==> src/rtl/opll_sample_mixer.sv <==
// Frame mixer for OPLL slot samples: sums SLOTS signed samples per frame,
// applies a power-of-two gain and saturates the result to a signed 16-bit output.
module opll_sample_mixer #(
  parameter int IN_W       = 9,
  parameter int SLOTS      = 18,
  parameter int GAIN_SHIFT = 4
) (
  input  logic            clk,
  input  logic            rst,
  input  logic            in_valid,
  input  logic            in_first,
  input  logic [IN_W-1:0] in_data,
  input  logic            clip_clr,
  output logic [15:0]     out_sample,
  output logic            out_valid,
  output logic            out_clip,
  output logic            frame_err
);

  localparam int AW = IN_W + 5;
  localparam int SW = AW + GAIN_SHIFT + 17;
  localparam logic signed [SW-1:0] SAT_MAX = SW'(32767);
  localparam logic signed [SW-1:0] SAT_MIN = SW'(-32768);
  localparam logic [4:0] LAST_COUNT = 5'(SLOTS - 1);

  generate
    if (SLOTS < 2 || SLOTS > 31) begin : gSlotsCheck
      $error("opll_sample_mixer: SLOTS must be in 2..31");
    end
  endgenerate

  typedef enum logic [1:0] {IDLE, ACCUM, HUNT} state_t;

  state_t                 state_q, state_d;
  logic signed [AW-1:0]   acc_q, acc_d;
  logic [4:0]             count_q, count_d;
  logic [15:0]            sample_q, sample_d;
  logic                   valid_q, valid_d;
  logic                   clip_q, clip_d;
  logic                   err_q, err_d;

  logic signed [AW-1:0]   dataExt;
  logic signed [AW-1:0]   accPlus;
  logic signed [SW-1:0]   scaled;
  logic                   satHigh;
  logic                   satLow;
  logic [15:0]            satSample;

  // The working width is wide enough that the gain shift can never lose bits.
  assign dataExt   = $signed({{5{in_data[IN_W-1]}}, in_data});
  assign accPlus   = acc_q + dataExt;
  assign scaled    = $signed({{(SW-AW){accPlus[AW-1]}}, accPlus}) <<< GAIN_SHIFT;
  assign satHigh   = scaled > SAT_MAX;
  assign satLow    = scaled < SAT_MIN;
  assign satSample = satHigh ? 16'h7fff : (satLow ? 16'h8000 : scaled[15:0]);

  always_comb begin
    state_d  = state_q;
    acc_d    = acc_q;
    count_d  = count_q;
    sample_d = sample_q;
    valid_d  = 1'b0;
    err_d    = 1'b0;
    clip_d   = clip_clr ? 1'b0 : clip_q;

    case (state_q)
      IDLE: begin
        if (in_valid && in_first) begin
          acc_d   = dataExt;
          count_d = 5'd1;
          state_d = ACCUM;
        end
      end
      HUNT: begin
        if (in_valid) begin
          if (in_first) begin
            acc_d   = dataExt;
            count_d = 5'd1;
            state_d = ACCUM;
          end else begin
            err_d = 1'b1;
          end
        end
      end
      ACCUM: begin
        if (in_valid) begin
          if (in_first) begin
            acc_d   = dataExt;
            count_d = 5'd1;
            err_d   = 1'b1;
          end else if (count_q == LAST_COUNT) begin
            // A saturating publish overrides a concurrent clip clear.
            sample_d = satSample;
            valid_d  = 1'b1;
            if (satHigh || satLow) begin
              clip_d = 1'b1;
            end
            acc_d   = '0;
            count_d = 5'd0;
            state_d = HUNT;
          end else begin
            acc_d   = accPlus;
            count_d = count_q + 5'd1;
          end
        end
      end
      default: begin
        state_d = IDLE;
      end
    endcase
  end

  always_ff @(posedge clk) begin
    if (rst) begin
      state_q  <= IDLE;
      acc_q    <= '0;
      count_q  <= 5'd0;
      sample_q <= 16'd0;
      valid_q  <= 1'b0;
      clip_q   <= 1'b0;
      err_q    <= 1'b0;
    end else begin
      state_q  <= state_d;
      acc_q    <= acc_d;
      count_q  <= count_d;
      sample_q <= sample_d;
      valid_q  <= valid_d;
      clip_q   <= clip_d;
      err_q    <= err_d;
    end
  end

  assign out_sample = sample_q;
  assign out_valid  = valid_q;
  assign out_clip   = clip_q;
  assign frame_err  = err_q;

endmodule
==> config.mk <==
export PLATFORM = sky130hd
export DESIGN_NAME = opll_sample_mixer
export DESIGN_NICKNAME = d
export VERILOG_FILES = /design/src/rtl/opll_sample_mixer.sv
export SDC_FILE = /design/constraint.sdc
export NUM_CORES = 1
export LEC_CHECK = 0
export ABC_AREA = 1
export CAP_MARGIN = 10
export CORE_ASPECT_RATIO = 1.5
export CORE_MARGIN = 4
export CORE_UTILIZATION = 55
export DETAILED_ROUTE_END_ITERATION = 10
export GPL_TIMING_DRIVEN = 0
export PLACE_DENSITY_LB_ADDON = 0.2
export SLEW_MARGIN = 40
export SYNTH_ARGS = -nofsm -noshare
export SYNTH_HDL_FRONTEND = slang
export SYNTH_SLANG_ARGS = --single-unit
export TNS_END_PERCENT = 30
==> constraint.sdc <==
create_clock -name clk -period 2.25 [get_ports clk]
set_clock_uncertainty 0.15 [all_clocks]
set_input_delay 0.225 -clock clk [delete_from_list [all_inputs] [get_ports clk]]
set_output_delay 0.225 -clock clk [all_outputs]
set_load 0.05 [all_outputs]
==> flow_metrics.env <==
export IMPL_syn_to_final_growth_pct=33.38
export IMPL_yosysSeqAreaShare_pct=30.31
export IMPL_fin_crit_ns=2.190
export IMPL_nNetsFinal=442
export IMPL_crit_arrival_ns=2.27
export IMPL_yosysWarnings=0
export IMPL_maxSlewViolCount=0
export IMPL_leakagePower_nw=1.507
export IMPL_htreeDepth=2
export IMPL_grt_usage_pct=22.75
export IMPL_max_freq_ghz=0.4566
export IMPL_cp_cell_sequence="ha_2 -> fa_2 -> nand3_2 -> nand2_4 -> buf_4 -> a31oi_1 -> xnor2_1 -> nand3_1 -> a21oi_2"
export IMPL_die_height_um=89.64
export IMPL_synth_area_per_cell_um2=6.732
export IMPL_antenna_found_initial=0
export IMPL_ant_nets=0
export IMPL_maxCapViolations=0
export IMPL_nFillCells=326
export IMPL_timing_critical_path_fanout_max=4
export IMPL_cts_buffers=5
export IMPL_worstSkewPairLatency_ns=0.29
export IMPL_grt_pass1_wl_um=10250
export IMPL_dp_cells=441
export IMPL_grt_max_degree=12
export IMPL_cts_root_buf="clkbuf_8"
export IMPL_vias=2582
export IMPL_ys_types=30
export IMPL_rsz0062_at_grt="true"
export IMPL_place_gp_congestion=0.9348
export IMPL_start_util_pct=57.07
export IMPL_first_pass_iters=4
export IMPL_hold_class="input port to flip-flop"
export IMPL_critPathCaptureType="flip-flop"
export IMPL_ios=33
export IMPL_powerDensity_nw_per_um2=1261
export IMPL_drive_gt1_share_pct=20.78
export IMPL_grt_pass1_vias=2353
export IMPL_max_stage_delay_ns=0.39
export IMPL_cts_max_path_buffers=2
export IMPL_core_area_um2=4282
export IMPL_chipWidth_um=62.43
export IMPL_final_core_util_pct=76.13
export IMPL_totalWireLength_um=6858
export IMPL_fp_dieArea_um2=5595
export IMPL_syn_nets=397
export IMPL_clock_sinks=37
export IMPL_portBuffers=32
export IMPL_overflow=0
export IMPL_criticalPathCategory="flip-flop to flip-flop"
export IMPL_relSlewSlack_pct=65.86
export IMPL_hold_viol=0
export IMPL_synthArstFlopShare_pct=0
export IMPL_setup_viol=0
export IMPL_remaining_drc_errors=0
export IMPL_total_power_mw=4.110
export IMPL_required_ns=2.33
export IMPL_clk_pin_slew_ns=0.07
export IMPL_synth_edff_count=0
export IMPL_ir_drop_uv=866.7
export IMPL_netlist_area_um2=2444
export IMPL_drt_iter0_drc=114
export IMPL_viasPerCell=5.675
export IMPL_wire_per_inst_um=15.07
export IMPL_cts_tree="yes"
export IMPL_antennaDiodeCount=0
export IMPL_final_cells=455
export IMPL_synth_ff_type="dfxtp_1"
export IMPL_critPathLaunchType="flip-flop"
export IMPL_worst_pin_slew_ns=0.5121
export IMPL_synthCells=363
export IMPL_dp_hpwl_um=4545
export IMPL_cp_slowest_cell="fa_2"
export IMPL_ys_ff_latch=37
export IMPL_fp_row_count=29
export IMPL_whs_ns=0.1159
export IMPL_run_status="finished clean"
export IMPL_fin_crit_sh_pct=97.33
export IMPL_setup_tns_ns=0
-- where the power goes --
part,leakage (nW),switching (mW),internal [mW],total (mW)
sequential,0.303,0.161,0.833,0.994
combinational,1.15,1.57,0.933,2.51
clock,0.0585,0.247,0.362,0.609
-- cell usage in the layout (no fill, tap or decap), types with 2 or more instances in the layout --
| cell | instances |
|---|---|
| o21ai_0 | 19 |
| nand3_2 | 3 |
| a21oi_2 | 8 |
| nor3_4 | 2 |
| a221oi_1 | 2 |
| inv_1 | 43 |
| dfxtp_1 | 35 |
| xor2_1 | 7 |
| nor3b_1 | 2 |
| dlymetal6s2s_1 | 8 |
| clkbuf_8 | 6 |
| nand3_1 | 17 |
| nand4_1 | 6 |
| buf_2 | 4 |
| a211oi_1 | 3 |
| nor3_1 | 2 |
| nand2_4 | 3 |
| clkbuf_2 | 4 |
| ha_1 | 7 |
| inv_2 | 6 |
| clkbuf_1 | 3 |
| ha_4 | 11 |
| dfxtp_2 | 2 |
| buf_4 | 9 |
| nor2_2 | 5 |
| nand2_2 | 12 |
| a21oi_1 | 30 |
| a31oi_1 | 2 |
| nor2_1 | 18 |
| clkdlybuf4s50_1 | 23 |
| nand2_1 | 92 |
| xnor2_1 | 3 |
-- final timing paths --
| path | start | to | slack [ns] | cells past startpoint |
|---|---|---|---|---|
| max reg2reg | acc_q[0]$_SDFFE_PP0P_ | out_sample[10]$_SDFFE_PP0P_ | 0.06 | 9 |
| max | acc_q[0]$_SDFFE_PP0P_ | out_sample[10]$_SDFFE_PP0P_ | 0.06 | 9 |
| min | in_data[0] | acc_q[0]$_SDFFE_PP0P_ | 0.12 | 3 |
| min reg2reg | out_sample[5]$_SDFFE_PP0P_ | out_sample[5]$_SDFFE_PP0P_ | 0.32 | 2 |
-- critical path, delay by kind of cell, from the launching register on --
kind / cells / cell delay, ns
fa+ha+maj: 2 / 0.59
flops: 1 / 0.32
compound gates: 2 / 0.33
xor+xnor: 1 / 0.25
simple gates: 3 / 0.33
buf+inv: 1 / 0.14
-- Yosys cell counts, types with 3 or more instances --
cell type / n / share of area (%)
clkbuf_1: 5 / 0.77
ha_1: 19 / 9.7
nand2_2: 10 / 2.6
xnor2_1: 3 / 1.1
nand2_1: 97 / 15
a211oi_1: 3 / 0.92
inv_2: 4 / 0.61
xor2_1: 7 / 2.5
nand4_1: 6 / 1.5
nand3_1: 20 / 4.1
dfxtp_1: 37 / 30
a21oi_2: 4 / 1.4
a21oi_1: 35 / 7.2
inv_1: 46 / 7.1
buf_2: 4 / 0.82
o21ai_0: 20 / 4.1
buf_4: 3 / 0.92
nor2_1: 23 / 3.5
-- logic make-up after synthesis --
group	count (synthesis)	share of synthesized area, %
and+or+nand+nor	165	29.44
AOI/OAI and AO/OA	67	15.16
buffers and inverters	64	10.96
DFF	37	30.31
adders and majority gates	20	10.55
xor gates and xnor gates	10	3.584
-- registers in the layout, summed over array words and instances, names as in the netlist --
signal      cells
acc_q          14
count_q         5
frame_err       1
out_clip        1
out_sample     13
out_valid       1
state_q         2
-- per-layer routing --
layer	share of wire, %	vias to the layer above	global-route usage, %
met5	0	-	0
met3	5.9	27	3.861
met4	3.9	0	13.05
met1	38	1190	24.96
met2	52	102	41.84
li1	-	1263	-
-- metrics by stage --
step | instance area, um2 | worst slack, ns
after floorplan | 2444 | 0.2018
after global placement | 2821 | -0.4676
after detailed placement | 2821 | -0.4990
after CTS | 2958 | 0.01964
after global routing | 3259 | -0.03729
final | 3259 | 0.06004
-- repair_timing --
| item | 4_1_cts | 5_1_grt |
|---|---|---|
| hold buffers | 0 | 0 |
| setup endpoints to repair | 23 | 32 |
| setup buffers | 0 | 5 |
| resized for setup | 8 | 61 |
| cloned | 0 | 1 |
| pin swaps | 0 | 13 |
-- layout make-up --
type	instances	area (um2)	area share (%)
Clock buffer	7	86.33	2.649
Tap cell	46	57.56	1.766
Timing Repair Buffer	38	377.9	11.59
Buffer	14	86.33	2.649
Multi-Input combinational cell	262	1688	51.79
Clock inverter	1	30.03	0.9213
Inverter	50	190.2	5.835
Sequential cell	37	743.2	22.80
Note: power is estimated with default switching activity, not from simulation.
